[config.mk]
export PLATFORM = sky130hd
export DESIGN_NAME = pc_sequencer
export DESIGN_NICKNAME = d
export VERILOG_FILES = /design/src/rtl/pc_pkg.sv /design/src/rtl/pc_ras.sv /design/src/rtl/pc_sequencer.sv
export SDC_FILE = /design/constraint.sdc
export NUM_CORES = 1
export LEC_CHECK = 0
export CAP_MARGIN = 20
export CELL_PAD_IN_SITES_DETAIL_PLACEMENT = 1
export CELL_PAD_IN_SITES_GLOBAL_PLACEMENT = 1
export CORE_MARGIN = 4
export CORE_UTILIZATION = 48
export CTS_CLUSTER_DIAMETER = 50
export DETAILED_ROUTE_END_ITERATION = 6
export HOLD_SLACK_MARGIN = 0.03
export PLACE_DENSITY = 0.86
export SLEW_MARGIN = 20
export SYNTH_ARGS = -nofsm -noshare
export SYNTH_HDL_FRONTEND = slang
export SYNTH_SLANG_ARGS = --single-unit
[constraint.sdc]
create_clock -name clk -period 3.5 [get_ports clk]
set_input_delay 0.35 -clock clk [delete_from_list [all_inputs] [get_ports clk]]
set_output_delay 0.35 -clock clk [all_outputs]
set_load 0.005 [all_outputs]
[src/rtl/pc_pkg.sv]
// Shared definitions for the program-counter sequencer.
// Holds the next-PC command encoding and the command field width.
package pc_pkg;

    localparam int unsigned CMD_W = 3;

    localparam logic [CMD_W-1:0] CMD_NEXT   = 3'd0;
    localparam logic [CMD_W-1:0] CMD_JUMP   = 3'd1;
    localparam logic [CMD_W-1:0] CMD_BRANCH = 3'd2;
    localparam logic [CMD_W-1:0] CMD_CALL   = 3'd3;
    localparam logic [CMD_W-1:0] CMD_RET    = 3'd4;

endpackage

[src/rtl/pc_ras.sv]
// Return-address stack: circular buffer with a top pointer and an entry count.
// A push onto a full stack overwrites the oldest entry, so the newest RAS_DEPTH
// addresses stay in LIFO order. A pop of an empty stack leaves the state unchanged.
// Ports:
//   clk, rst_n      clock, synchronous active-low reset
//   push_i, pop_i   stack operations (mutually exclusive in use; push wins)
//   push_data_i     address to push
//   top_c_o         current top entry (valid when not empty)
//   count_o         number of valid entries (registered)
//   full_o, empty_o registered status
//   ovf_c_o         push while full this cycle
//   unf_c_o         pop while empty this cycle
module pc_ras
    import pc_pkg::*;
#(
    parameter int unsigned ADDR_W    = 12,
    parameter int unsigned RAS_DEPTH = 4
) (
    input  logic                               clk,
    input  logic                               rst_n,
    input  logic                               push_i,
    input  logic                               pop_i,
    input  logic [ADDR_W-1:0]                  push_data_i,
    output logic [ADDR_W-1:0]                  top_c_o,
    output logic [$clog2(RAS_DEPTH+1)-1:0]     count_o,
    output logic                               full_o,
    output logic                               empty_o,
    output logic                               ovf_c_o,
    output logic                               unf_c_o
);

    localparam int unsigned PTR_W = (RAS_DEPTH > 1) ? $clog2(RAS_DEPTH) : 1;
    localparam int unsigned CNT_W = $clog2(RAS_DEPTH + 1);

    logic [ADDR_W-1:0] mem_q [RAS_DEPTH];
    logic [PTR_W-1:0]  ptr_q, ptr_d, ptr_inc, ptr_dec;
    logic [CNT_W-1:0]  cnt_q, cnt_d;
    logic              full_q, empty_q;

    // ptr_q points at the next free slot; the top entry sits one below it.
    always_comb begin
        ptr_inc = (ptr_q == PTR_W'(RAS_DEPTH - 1)) ? '0 : ptr_q + PTR_W'(1);
        ptr_dec = (ptr_q == '0) ? PTR_W'(RAS_DEPTH - 1) : ptr_q - PTR_W'(1);
        ptr_d   = ptr_q;
        cnt_d   = cnt_q;
        ovf_c_o = 1'b0;
        unf_c_o = 1'b0;
        if (push_i) begin
            ptr_d = ptr_inc;
            if (full_q) begin
                ovf_c_o = 1'b1;
            end else begin
                cnt_d = cnt_q + CNT_W'(1);
            end
        end else if (pop_i) begin
            if (empty_q) begin
                unf_c_o = 1'b1;
            end else begin
                ptr_d = ptr_dec;
                cnt_d = cnt_q - CNT_W'(1);
            end
        end
    end

    // Pointer, count and status registers.
    always_ff @(posedge clk) begin
        if (!rst_n) begin
            ptr_q   <= '0;
            cnt_q   <= '0;
            full_q  <= 1'b0;
            empty_q <= 1'b1;
        end else begin
            ptr_q   <= ptr_d;
            cnt_q   <= cnt_d;
            full_q  <= (cnt_d == CNT_W'(RAS_DEPTH));
            empty_q <= (cnt_d == '0);
        end
    end

    // Storage needs no reset; entries are only read once pushed.
    always_ff @(posedge clk) begin
        if (push_i) begin
            mem_q[ptr_q] <= push_data_i;
        end
    end

    assign top_c_o = mem_q[ptr_dec];
    assign count_o = cnt_q;
    assign full_o  = full_q;
    assign empty_o = empty_q;

endmodule

[src/rtl/pc_sequencer.sv]
// Fetch-stage program-counter sequencer: increment, jump, relative branch and
// call/return through an internal return-address stack with sticky error flags.
// Ports:
//   clk, rst_n        clock, synchronous active-low reset
//   stall             hold PC and stack, command ignored
//   cmd               NEXT/JUMP/BRANCH/CALL/RET, other codes hold
//   target, offset    absolute destination, signed branch displacement
//   err_clr           clears the sticky flags (an error in the same cycle wins)
//   pc                registered program counter
//   ras_count/full/empty  stack occupancy
//   ras_ovf, ras_unf  sticky overflow / underflow
module pc_sequencer
    import pc_pkg::*;
#(
    parameter int unsigned ADDR_W    = 12,
    parameter int unsigned OFF_W     = 8,
    parameter int unsigned STEP      = 1,
    parameter int unsigned RAS_DEPTH = 4,
    parameter int unsigned RESET_VEC = 0
) (
    input  logic                           clk,
    input  logic                           rst_n,
    input  logic                           stall,
    input  logic [CMD_W-1:0]               cmd,
    input  logic [ADDR_W-1:0]              target,
    input  logic [OFF_W-1:0]               offset,
    input  logic                           err_clr,
    output logic [ADDR_W-1:0]              pc,
    output logic [$clog2(RAS_DEPTH+1)-1:0] ras_count,
    output logic                           ras_full,
    output logic                           ras_empty,
    output logic                           ras_ovf,
    output logic                           ras_unf
);

    logic [ADDR_W-1:0] pc_q, pc_d, pc_inc, off_ext, ras_top;
    logic              ovf_q, ovf_d, unf_q, unf_d;
    logic              push_c, pop_c, ovf_evt_c, unf_evt_c, empty_c;

    assign pc_inc  = pc_q + ADDR_W'(STEP);
    assign off_ext = ADDR_W'($signed(offset));

    // Next-PC mux and stack requests; a stall masks the command entirely.
    always_comb begin
        pc_d   = pc_q;
        push_c = 1'b0;
        pop_c  = 1'b0;
        if (!stall) begin
            case (cmd)
                CMD_NEXT:   pc_d = pc_inc;
                CMD_JUMP:   pc_d = target;
                CMD_BRANCH: pc_d = pc_q + off_ext;
                CMD_CALL: begin
                    push_c = 1'b1;
                    pc_d   = target;
                end
                CMD_RET: begin
                    pop_c = 1'b1;
                    pc_d  = empty_c ? pc_inc : ras_top;
                end
                default:    pc_d = pc_q;
            endcase
        end
        ovf_d = ovf_evt_c | (ovf_q & ~err_clr);
        unf_d = unf_evt_c | (unf_q & ~err_clr);
    end

    // PC and sticky flag registers.
    always_ff @(posedge clk) begin
        if (!rst_n) begin
            pc_q  <= ADDR_W'(RESET_VEC);
            ovf_q <= 1'b0;
            unf_q <= 1'b0;
        end else begin
            pc_q  <= pc_d;
            ovf_q <= ovf_d;
            unf_q <= unf_d;
        end
    end

    pc_ras #(
        .ADDR_W    (ADDR_W),
        .RAS_DEPTH (RAS_DEPTH)
    ) u_ras (
        .clk         (clk),
        .rst_n       (rst_n),
        .push_i      (push_c),
        .pop_i       (pop_c),
        .push_data_i (pc_inc),
        .top_c_o     (ras_top),
        .count_o     (ras_count),
        .full_o      (ras_full),
        .empty_o     (empty_c),
        .ovf_c_o     (ovf_evt_c),
        .unf_c_o     (unf_evt_c)
    );

    assign pc        = pc_q;
    assign ras_empty = empty_c;
    assign ras_ovf   = ovf_q;
    assign ras_unf   = unf_q;

endmodule

==> impl_metrics.yaml, run 1 <==
routing:
  drt_iter0_markers: 159
  postRouteAntennaNets: 0
  drc: 0
  drt_wl_total_mm: 9.388
  post_drt_wl_per_cell_um: 20.77
  vias_per_cell: 6.051
  num_vias: 2735
  drt_pass1_iterations: 4
worst_setup_path:
  path_cells: "inv_1 -> ha_1 -> mux4_2 -> a221o_1 -> a21oi_1 -> a2bb2oi_1 -> o31ai_1"
  max_stage_delay_ns: 0.83
  critPathLaunchType: "flip-flop"
  path_class: "flip-flop to flip-flop"
  critical-path-slowest-cell: "ha_1"
  cp.arrival_ns: 3.07
  crit_required_ns: 3.73
  critPathMaxFanout: 15
  endpoint_kind: "flip-flop"
placement:
  dpl_cell_area_sq_um: 4179
  hpwl_mm: 6.930
  gp_congestion: 0.8296
  io_buffers: 45
power:
  p_int_uw: 1297
  swShare_pct: 27.45
  pwr-share-seq_pct: 52.2
  p_clk_share_pct: 30.3
  power_switching_uw: 491.0
  total_power_uw: 1788
  ir_worst_vdd_mv: 0.2467
  leakage_uw: 0.001521
  comb_power_share_pct: 17.5
  p_per_area_nw_per_um2: 412.8
synth:
  syn_nets: 350
  synthArstFlopShare_pct: 0
  synth_edf_count: 48
  ys_warn_count: 0
  synth.distinct_cells: 53
  ys_ff_latch: 69
  netlist_instances: 304
  yosysTopAreaCell: "edfxtp_1"
  avgSynthCellArea_sq_um: 11.97
  yosysSeqAreaShare_pct: 51.17
  ys.flop_type: "edfxtp_1"
  yosys-top-cells-area: "edfxtp_1 (40%), dfxtp_1 (12%), mux4_2 (7.4%)"
  yosysTopAreaCellShare_pct: 39.61
  syn_area_sq_um: 3638
flow_run:
  cap_violations: 0
status:
  status: "finished, final reports clean"
timing:
  period_needed_ns: 2.846
  finalSetupTns_ns: 0
  hold_viol_final: 0
  timing.final.crit_share_pct: 81.32
  rsz0062_at_grt: "no"
  max_slew_margin_pct: 40.90
  tightest_slew_ns: 0.8847
  clock.fmax_mhz: 351.4
  setup_viol: 0
  finalClockSkew_ns: 0.008568
  slew_viol_final: 0
cts:
  ctsHtreeMaxLevel: 3
  cts_setup_buffers: 0
  clock-sinks: 69
  insertion_delay_ns: 0.35
  tritoncts: "yes"
  numCtsBuffers: 9
  cts-resized-gates: 0
  clkTransAtPathRegs_ns: 0.08
  clockBufferDepth: 2
  cts-root-buf: "clkbuf_8"
  ctsHoldBuffers: 0
floorplanning:
  die_w_um: 95.07
  die_area_sq_um: 9037
  rows: 31
  fp.dieH_um: 95.07
  initial_core_util_pct: 49.90
  io_pins: 46
  coreArea_sq_um: 7292
final_layout:
  final_cell_mix: "edfxtp_1 (48), clkdlybuf4s50_1 (45), dfxtp_1 (21)"
  fillers: 789
  fin_area_sq_um: 4333
  final_util_pct: 59.42
  area_growth_pct: 19.09
  drive_gt1_share_pct: 9.632
  nNetsFinal: 396
  final_common_cell: "edfxtp_1"
  diodes: 0
grt:
  antenna_found_initial: 0
  gr-usage-all-layers_pct: 22.95
  grt_pass1_vias: 2916
  grt_pass1_wl_mm: 15.34
  grt.overflow.total: 0
  grt_max_degree: 21
worst_hold_path:
  hp-class: "flip-flop to flip-flop"
[Yosys cell counts (all sizes together) (2+ instances only)]
cell,instances
a211o,3
a211oi,4
a21o,4
a21oi,16
a221o,3
a221oi,7
a222oi,2
a31oi,8
a32oi,2
and2,6
and3,2
buf,4
clkbuf,10
dfxtp,21
edfxtp,48
ha,18
inv,8
mux4,12
nand2,13
nand2b,3
nand3,7
nor2,20
nor2b,7
nor3,7
nor3b,3
o21a,2
o21ai,20
o31a,2
o31ai,5
xnor2,12
xor2,5
[cells by family (layout without fill, tap and decap cells)]
kind of cell    after synthesis  after routing  share of synthesized area, %
simple gates                 78             78                         11.62
fa+ha+maj                    19             19                         6.740
compound gates               86             86                         16.09
flops                        69             69                         51.17
mux                          13             13                         7.703
xor+xnor                     17             17                         4.092
buf+inv                      22             71                         2.579
[stage by stage]
stage	instances	hold WS, ns	worst slack (ns)
2_1_floorplan	304	0.4699	1.162
3_3_place_gp	438	0.4667	0.7966
3_5_place_dp	438	0.4842	0.6312
4_1_cts	452	0.4947	0.5986
5_1_grt	452	0.5025	0.4234
6_report	452	0.4897	0.6539
[final cells by class]
| type | count | area, sq um | share of cell area (%) |
|---|---|---|---|
| well taps | 99 | 123.9 | 2.859 |
| multi-input cells | 213 | 1683 | 38.84 |
| clock inverters | 5 | 30.03 | 0.6930 |
| clock buffers | 9 | 123.9 | 2.859 |
| inverters | 8 | 30.03 | 0.6930 |
| flip-flops and latches | 69 | 1862 | 42.97 |
| repair buffers | 49 | 480.5 | 11.09 |
[registers in the layout (all words and copies together) (netlist names)]
| register | count |
|---|---|
| u_ras.mem_q | 48 |
| pc | 12 |
| u_ras.count_o | 3 |
| u_ras.ptr_q | 2 |
| ras_ovf | 1 |
| ras_unf | 1 |
| u_ras.empty_o | 1 |
| u_ras.full_o | 1 |
[routing by layer]
layer  track usage, %  share of wire, %
met5                0                 0
met1            31.83                45
met2            35.39                48
met4            11.06               2.6
met3            3.473               4.1
[power groups by stage]
stage	logic, uW	registers, uW	clock network [uW]
after global placement	296	949	0
final	313	933	542
after global routing	344	937	595
after CTS	313	933	553
after detailed placement	311	951	0
after floorplan	186	943	0
[critical path: cells and delay by family, from the launching register on]
| family | cells | cell delay [ns] |
|---|---|---|
| flops | 1 | 0.42 |
| buf+inv | 1 | 0.10 |
| mux | 1 | 0.59 |
| fa+ha+maj | 1 | 0.83 |
| compound gates | 4 | 0.77 |
[path summary, 6_finish.rpt]
path,from,endpoint,slack (ns),cells past startpoint
hold reg to reg,ras_unf,ras_unf,0.49,2
setup / recovery,u_ras.ptr_q[0],pc[11],0.65,7
hold / removal,ras_unf,ras_unf,0.49,2
setup reg to reg,u_ras.ptr_q[0],pc[11],0.65,7
No activity file was read; power rests on OpenSTA's default activity.
==> run 2: changes to the inputs <==
CORE_UTILIZATION = 45   (was 48)
PLACE_DENSITY = 0.81   (was 0.86)
clock period = 2.73 ns   (was 3.5 ns; I/O delays follow)
==> run 2 against run 1 <==
Against the previous run:
- sequential share of layout area decreased by 1.4 points
- highest routed layer unchanged
- critical endpoint is now pc[8]
- sequential power increased by 28%
- largest cell class unchanged
- largest power group unchanged
- critical path depth decreased by 1
==> impl_metrics.yaml, run 2 (synthesis results as in run 1) <==
floorplanning:
  die_w_um: 97.92
  die_area_sq_um: 9588
  rows: 32
  io_pins: 46
  initial_core_util_pct: 46.60
  fp.dieH_um: 97.92
  coreArea_sq_um: 7807
worst_setup_path:
  critPathMaxFanout: 7
  critPathTopFamily: "compound AO/OA/AOI/OAI gates"
  cp.buffers_inverters: 2
  endpoint_kind: "flip-flop"
  critical-path-slowest-cell: "mux4_2"
  cp.arrival_ns: 2.68
  path_cells: "inv_1 -> ha_1 -> buf_4 -> mux4_2 -> a221oi_1 -> a31oi_1"
  max_stage_delay_ns: 0.53
  path_class: "flip-flop to flip-flop"
  crit_required_ns: 2.95
  critPathLaunchType: "flip-flop"
power:
  pwr-share-seq_pct: 48.5
  leakage_uw: 0.001603
  p_int_uw: 1787
  swShare_pct: 27.49
  ir_worst_vdd_mv: 0.3964
  p_clk_share_pct: 34.5
  p_per_area_nw_per_um2: 550.2
  comb_power_share_pct: 17.0
  power_switching_uw: 677.4
placement:
  dpl.cell_count: 454
  gp_congestion: 0.8230
  io_buffers: 45
  hpwl_mm: 7.104
final_layout:
  seq_area_sq_um: 1862
  area_growth_pct: 23.11
  largest_reg_flops: 48
  fillers: 824
  diodes: 0
  fin_cells: 470
  top_register: "u_ras.mem_q"
  final_common_cell: "edfxtp_1"
  nNetsFinal: 409
  final_cell_mix: "edfxtp_1 (48), clkdlybuf4s50_1 (45), dfxtp_1 (21)"
  multi_input_area_sq_um: 1683
  drive_gt1_share_pct: 13.32
cts:
  cts-root-buf: "clkbuf_8"
  tritoncts: "yes"
  insertion_delay_ns: 0.34
  cts_setup_buffers: 0
  clockBufferDepth: 2
  clkTransAtPathRegs_ns: 0.09
  clock-sinks: 69
  cts-resized-gates: 0
  ctsHtreeMaxLevel: 3
  ctsHoldBuffers: 0
  numCtsBuffers: 9
grt:
  grt.overflow.total: 0
  antenna_found_initial: 0
  gr-usage-all-layers_pct: 21.68
  grt_max_degree: 14
  grt_pass1_vias: 3028
  grt_pass1_wl_mm: 16.06
timing:
  timing.final.crit_share_pct: 90.30
  finalSetupTns_ns: 0
  holdWs_ns: 0.5383
  hold_viol_final: 0
  finalClockSkew_ns: 0.01067
  setup_viol: 0
  slew_viol_final: 0
  period_needed_ns: 2.465
  rsz0062_at_grt: "no"
  tightest_slew_ns: 0.9343
  max_slew_margin_pct: 37.49
  clock.fmax_mhz: 405.6
flow_run:
  cap_violations: 0
routing:
  num_vias: 2797
  drt_wl_total_mm: 10.03
  drt_pass1_iterations: 4
  post_drt_wl_per_cell_um: 21.33
  drc: 0
  postRouteAntennaNets: 0
  vias_per_cell: 5.951
  drt_iter0_markers: 105
status:
  status: "finished, final reports clean"
worst_hold_path:
  hp-class: "flip-flop to flip-flop"
## run 2: changes by cell type in the layout (fill, tap and decap cells not counted), sizes merged
cell      delta
bufinv       +1
clkbuf       +1
clkinv       -3
clkinvlp     +1
buf         +13
inv          +2
## run 2: cell type report
cell class / count / share of cell area (%)
sequential: 69 / 41.56
multi-input combinational: 213 / 37.57
timing repair buffer: 62 / 12.91
clock buffer: 10 / 2.849
tap: 102 / 2.849
clock inverter: 6 / 1.592
inverter: 8 / 0.6704
## run 2: metrics by stage
| step | worst slack (ns) | cell area [sq um] | power [uW] | utilization, % |
|---|---|---|---|---|
| floorplan | 0.3921 | 3638 | 1447 | - |
| global placement | 0.1710 | 4280 | 1606 | 54.82 |
| detailed placement | 0.1235 | 4280 | 1626 | 54.82 |
| CTS | 0.2975 | 4479 | 2474 | 57.37 |
| global route | 0.1408 | 4479 | 2575 | 57.37 |
| finish | 0.2647 | 4479 | 2465 | 57.37 |
## run 2: final timing paths
check / from / end / slack [ns] / cells past startpoint
max: u_ras.ptr_q[0] / pc[8] / 0.26 / 6
min: ras_unf / ras_unf / 0.54 / 2
max reg2reg: u_ras.ptr_q[0] / pc[8] / 0.26 / 6
min reg2reg: ras_unf / ras_unf / 0.54 / 2
## run 2: power groups by stage
| stage | logic (uW) | clock network [uW] | registers [uW] |
|---|---|---|---|
| after global placement | 395 | 0 | 1210 |
| final | 419 | 851 | 1190 |
| after detailed placement | 411 | 0 | 1220 |
| after floorplan | 238 | 0 | 1210 |
| after CTS | 420 | 861 | 1190 |
| after global routing | 461 | 916 | 1200 |
## run 2: metal layers
metal  vias to the layer above  GRT usage [%]  share of wire, %
li1                       1305              -                 -
met5                         -              0                 0
met3                        15          3.786               5.6
met1                      1399          27.34                41
met2                        78          37.59                51
met4                         0          7.455               1.9
## run 2: worst register-to-register path, stage by stage, from the launching register on
cell,delay (ns)
dfxtp_1,0.46
inv_1,0.10
ha_1,0.48
buf_4,0.23
mux4_2,0.53
a221oi_1,0.41
a31oi_1,0.14
==> RTL change 1: new RTL, settings of run 2 <==
`RAS_DEPTH` is set to 4 in 2 places; all go to 2.
--- a/src/rtl/pc_ras.sv
+++ b/src/rtl/pc_ras.sv
@@ -14,7 +14,7 @@
     import pc_pkg::*;
 #(
     parameter int unsigned ADDR_W    = 12,
-    parameter int unsigned RAS_DEPTH = 4
+    parameter int unsigned RAS_DEPTH = 2
 ) (
     input  logic                               clk,
     input  logic                               rst_n,
--- a/src/rtl/pc_sequencer.sv
+++ b/src/rtl/pc_sequencer.sv
@@ -15,7 +15,7 @@
     parameter int unsigned ADDR_W    = 12,
     parameter int unsigned OFF_W     = 8,
     parameter int unsigned STEP      = 1,
-    parameter int unsigned RAS_DEPTH = 4,
+    parameter int unsigned RAS_DEPTH = 2,
     parameter int unsigned RESET_VEC = 0
 ) (
     input  logic                           clk,
Ports: changed (resized ras_count); port bits go from 46 to 45. No check against the original RTL was run, so the function may have changed too.
==> RTL change 1 against run 2 <==
Routed wire length decreased by 17%. Largest cell class is now multi-input combinational cells. First-iteration DRC count up 130%. Synthesized area down 28%. Combinational power decreased by 20%. Worst setup slack better by 0.13 ns. Core utilization up 1.6 points. Cell area decreased by 27%. Sequential cell count fell by 26. Synthesized cell count decreased by 11%. Power fell by 33%. Die area is 26% lower.
==> RTL change 1: results (changes against run 2) <==
stage	metric	value	unit	change
cells_and_area	clock buffers	7		was 10
power_and_ir_drop	IR drop worst, VDD	0.263	mV	was 0.396 mV
cells_and_area	#MultiIn Comb	206		was 213
sta	Worst Skew	0.00746	ns	was 0.0107 ns
grt	GR Util All Layers	0.238		was 0.217
synth	syn nets	312		was 350
cells_and_area	clk tree area frac	0.0388		was 0.0444
sta	Tmin final	2.33	ns	was 2.47 ns
cells_and_area	share of layout cells above drive strength 1	0.0743		was 0.133
critical_path	arrival time at the worst endpoint	2.52	ns	was 2.68 ns
synth	Seq/Total Area, Yosys	0.422		was 0.512
critical_path	Critical Path Max Stage Delay	0.58	ns	was 0.53 ns
synth	synth top area cells	edfxtp_1 (28%), dfxtp_1 (15%), ha_1 (5.8%), o21ai_0 (5.6%), mux2i_1 (5.0%)		was edfxtp_1 (40%), dfxtp_1 (12%), mux4_2 (7.4%), ha_1 (6.2%), xnor2_1 (2.9%)
critical_path	worst-path fanout max	8		was 7
synth	flops & latches, synth	43		was 69
critical_path	CP max stage cell	a2111oi_0		was mux4_2
routing	DRT Pass-1 Iters	5		was 4
clocking	CTS buffer count	5		was 9
sta	final hold slack	0.485	ns	was 0.538 ns
synth	EDFF count, synth	24		was 48
synth	Syn Area/Cell	9.59	um^2	was 12.0 um^2
power_and_ir_drop	power density cells	499	mW/mm^2	was 550 mW/mm^2
placed_design	Port Buf Inserts	44		was 45
critical_path	Worst R2R Start	pc[1]		was u_ras.ptr_q[0]
run_status	outcome	finished clean		unchanged
grt	vias in the first global route	2476		was 3028
floorplan	Rows	27		was 32
routing	DR vias/cell	6.13		was 5.95
placed_design	DP HPWL	5.73	mm	was 7.10 mm
power_and_ir_drop	Net Switching	444	uW	was 677 uW
placed_design	Placed Area	0.00316	mm^2	was 0.00428 mm^2
synth	list of most frequent post-synthesis cells	o21ai_0 (29), edfxtp_1 (24), a21oi_1 (22)		was edfxtp_1 (48), dfxtp_1 (21), nor2_1 (20), o21ai_0 (20), ha_1 (18)
placed_design	Final GP Congestion	0.818		was 0.823
grt	largest net degree at the start of global routing	27		was 14
cells_and_area	Filler cells	641		was 824
cells_and_area	inverters	10		was 8
cells_and_area	max FFs per register	24		was 48
grt	first-pass GRT wire length	13.3	mm	was 16.1 mm
routing	DR WL/cell	21.1	um	was 21.3 um
critical_path	Reg2Reg Setup Slack	0.40	ns	was 0.26 ns
==> RTL change 1: cell types whose count changed in the layout (fill, tap and decap cells not counted), moves of 5 or more <==
cell	before	now
a21oi_1	16	22
buf_4	17	12
edfxtp_1	48	24
ha_1	18	12
mux2i_1	1	13
mux4_2	12	0
nor2b_1	7	2
o211ai_1	1	6
o21a_1	2	7
o21ai_0	20	29
==> RTL change 1: metal layers <==
metal / track usage / part of all wire / up-vias
met1: 0.320 / 0.44 / 1190
met3: 0.0395 / 0.049 / 7
met2: 0.402 / 0.50 / 97
met5: 0 / 0 / -
li1: - / - / 1126
met4: 0.0497 / 0.0083 / 0
==> RTL change 1: cells by family after synthesis <==
family	after synthesis	share of synthesized area
AOI/OAI and AO/OA	93	0.223
xor gates and xnor gates	15	0.0504
adders and majority gates	13	0.0653
buffers and inverters	23	0.0398
DFF	43	0.422
muxes	13	0.0499
and+or+nand+nor	72	0.150
==> RTL change 2: new RTL, config.mk and constraints of run 2 <==
Without the edit above. Add an input register stage for `target` and `offset`, without a reset; this delays them by one clock. The other inputs are not delayed to match.
--- a/src/rtl/pc_sequencer.sv
+++ b/src/rtl/pc_sequencer.sv
@@ -33,12 +33,20 @@
     output logic                           ras_unf
 );
 
+    logic [ADDR_W-1:0] target_q;
+    logic [OFF_W-1:0] offset_q;
+
+    always_ff @(posedge clk) begin
+        target_q <= target;
+        offset_q <= offset;
+    end
+
     logic [ADDR_W-1:0] pc_q, pc_d, pc_inc, off_ext, ras_top;
     logic              ovf_q, ovf_d, unf_q, unf_d;
     logic              push_c, pop_c, ovf_evt_c, unf_evt_c, empty_c;
 
     assign pc_inc  = pc_q + ADDR_W'(STEP);
-    assign off_ext = ADDR_W'($signed(offset));
+    assign off_ext = ADDR_W'($signed(offset_q));
 
     // Next-PC mux and stack requests; a stall masks the command entirely.
     always_comb begin
@@ -48,11 +56,11 @@
         if (!stall) begin
             case (cmd)
                 CMD_NEXT:   pc_d = pc_inc;
-                CMD_JUMP:   pc_d = target;
+                CMD_JUMP:   pc_d = target_q;
                 CMD_BRANCH: pc_d = pc_q + off_ext;
                 CMD_CALL: begin
                     push_c = 1'b1;
-                    pc_d   = target;
+                    pc_d   = target_q;
                 end
                 CMD_RET: begin
                     pop_c = 1'b1;
Formal check against the unedited RTL: not equivalent (a bounded check fails within 4 cycles, from zero or initial values and one cycle with rst_n low).
==> RTL change 2 against run 2 <==
Count of clock-buffer cells in the layout fell by 1. Routed wire length rose by 7.8%. Clock skew increased by 0.0012 ns. Power rose by 16%. Cell area up 9.2%. Highest routed layer unchanged. Critical path type unchanged. Synthesized area increased by 11%. Worst setup slack lost 0.12 ns. Core utilization decreased by 1.3 points. First-iteration DRC count rose by 68%. Largest power group unchanged. Combinational power increased by 3%. Sequential share of layout area is 4.7 points higher. Critical path depth is the same. Sequential cell count up 20.
==> RTL change 2: results (changes against run 2) <==
stage	metric	value	unit	change
routing	Via Count	2910		was 2797
critical_path	Critical Path Max Stage Delay	0.55	ns	was 0.53 ns
synth	EDFF count, synth	48		unchanged
routing	Initial DRC Count	176		was 105
synth	synth top area cells	edfxtp_1 (36%), dfxtp_1 (20%), ha_1 (5.6%), mux4_2 (5.0%), xnor2_1 (3.7%)		was edfxtp_1 (40%), dfxtp_1 (12%), mux4_2 (7.4%), ha_1 (6.2%), xnor2_1 (2.9%)
routing	Total Wirelength	10.8	mm	was 10.0 mm
grt	initial antenna violation count	0		unchanged
synth	asr flop ratio synth	0		unchanged
grt	vias in the first global route	3137		was 3028
cells_and_area	Largest Register	u_ras.mem_q		unchanged
clocking	post-CTS setup buffers	0		unchanged
worst_hold_path	Hold WC Path Type	in2reg		was reg2reg
run_status	outcome	finished clean		unchanged
cells_and_area	share of layout cells above drive strength 1	0.126		was 0.133
placed_design	Port Buf Inserts	45		unchanged
cells_and_area	number of nets in the final layout	422		was 409
cells_and_area	n_diodes	0		unchanged
grt	GR Util All Layers	0.216		was 0.217
sta	Final Hold Fails	0		unchanged
clocking	CTS max path bufs	2		unchanged
grt	first-pass GRT wire length	16.9	mm	was 16.1 mm
synth	syn nets	360		was 350
cells_and_area	max FFs per register	48		unchanged
sta	Worst Skew	0.0118	ns	was 0.0107 ns
placed_design	DP HPWL	7.94	mm	was 7.10 mm
critical_path	Top delay family on crit path	compound AO/OA/AOI/OAI gates		unchanged
sta	Rel. slew slack	0.328		was 0.375
synth	YS warnings	0		unchanged
clocking	worst-skew pair later-pin latency	0.37	ns	was 0.34 ns
synth	Seq/Total Area, Yosys	0.560		was 0.512
power_and_ir_drop	P_leak	1.81	nW	was 1.60 nW
power_and_ir_drop	IR drop worst, VDD	0.292	mV	was 0.396 mV
placed_design	Final GP Congestion	0.834		was 0.823
grt	largest net degree at the start of global routing	20		was 14
synth	list of most frequent post-synthesis cells	edfxtp_1 (48), dfxtp_1 (41), o21ai_0 (22)		was edfxtp_1 (48), dfxtp_1 (21), nor2_1 (20), o21ai_0 (20), ha_1 (18)
clocking	clock root cell	clkbuf_8		unchanged
cells_and_area	Filler cells	877		was 824
clocking	post-cts resize count	0		unchanged
synth	Cell variety after synth	52		was 53
critical_path	CP max stage cell	mux4_2		unchanged
critical_path	worst-path fanout max	8		was 7
[RTL change 2: changes by cell type after synthesis, sizes merged, moves of 5 or more]
cell    delta
dfxtp     +20
nand2b     +5
nor3       -5
o31ai      -5
xnor2      +5
[RTL change 2: worst paths after layout]
| check | from | to | slack, ns | cells after the start |
|---|---|---|---|---|
| hold reg to reg | ras_unf | ras_unf | 0.54 | 2 |
| hold / removal | offset[3] | offset_q[3] | 0.33 | 1 |
| setup reg to reg | u_ras.ptr_q[0] | pc[6] | 0.14 | 6 |
| setup / recovery | u_ras.ptr_q[0] | pc[6] | 0.14 | 6 |
[RTL change 2: cells by family (layout without fill, tap and decap cells)]
family          count (synthesis)  count (layout)  share of synthesized area
xor+xnor                       20              20                     0.0434
fa+ha+maj                      19              19                     0.0607
flops                          89              89                      0.560
simple gates                   72              72                     0.0967
mux                            14              14                     0.0747
buf+inv                        18              85                     0.0229
compound gates                 82              82                      0.141
[RTL change 2: report_power, final]
| group | switching (mW) | leakage, nW | total, mW | internal [mW] |
|---|---|---|---|---|
| clock network | 0.548 | 0.103 | 0.913 | 0.365 |
| logic | 0.224 | 0.918 | 0.432 | 0.209 |
| registers | 0.0448 | 0.784 | 1.51 | 1.46 |
[RTL change 2: per-layer routing]
metal	up-vias	share of wire	GRT usage
li1	1337	-	-
met1	1478	0.43	0.279
met2	80	0.51	0.367
met3	15	0.049	0.0372
met4	0	0.014	0.0747
met5	-	0	0
[RTL change 2: layout make-up]
type	instances	share of cell area
sequential	89	0.463
multi-input combinational	207	0.344
timing repair buffer	62	0.118
tap	108	0.0276
clock buffer	9	0.0253
clock inverter	7	0.0166
inverter	7	0.00537
[RTL change 2: stage by stage]
step | hold WS, ns | cell area, um^2 | setup slack, ns | cells
2_1_floorplan | 0.301 | 4040 | 0.589 | 314
3_3_place_gp | 0.466 | 4680 | 0.265 | 473
3_5_place_dp | 0.510 | 4680 | 0.169 | 473
4_1_cts | 0.322 | 4890 | 0.155 | 489
5_1_grt | 0.330 | 4890 | 0.0356 | 489
6_report | 0.329 | 4890 | 0.141 | 489
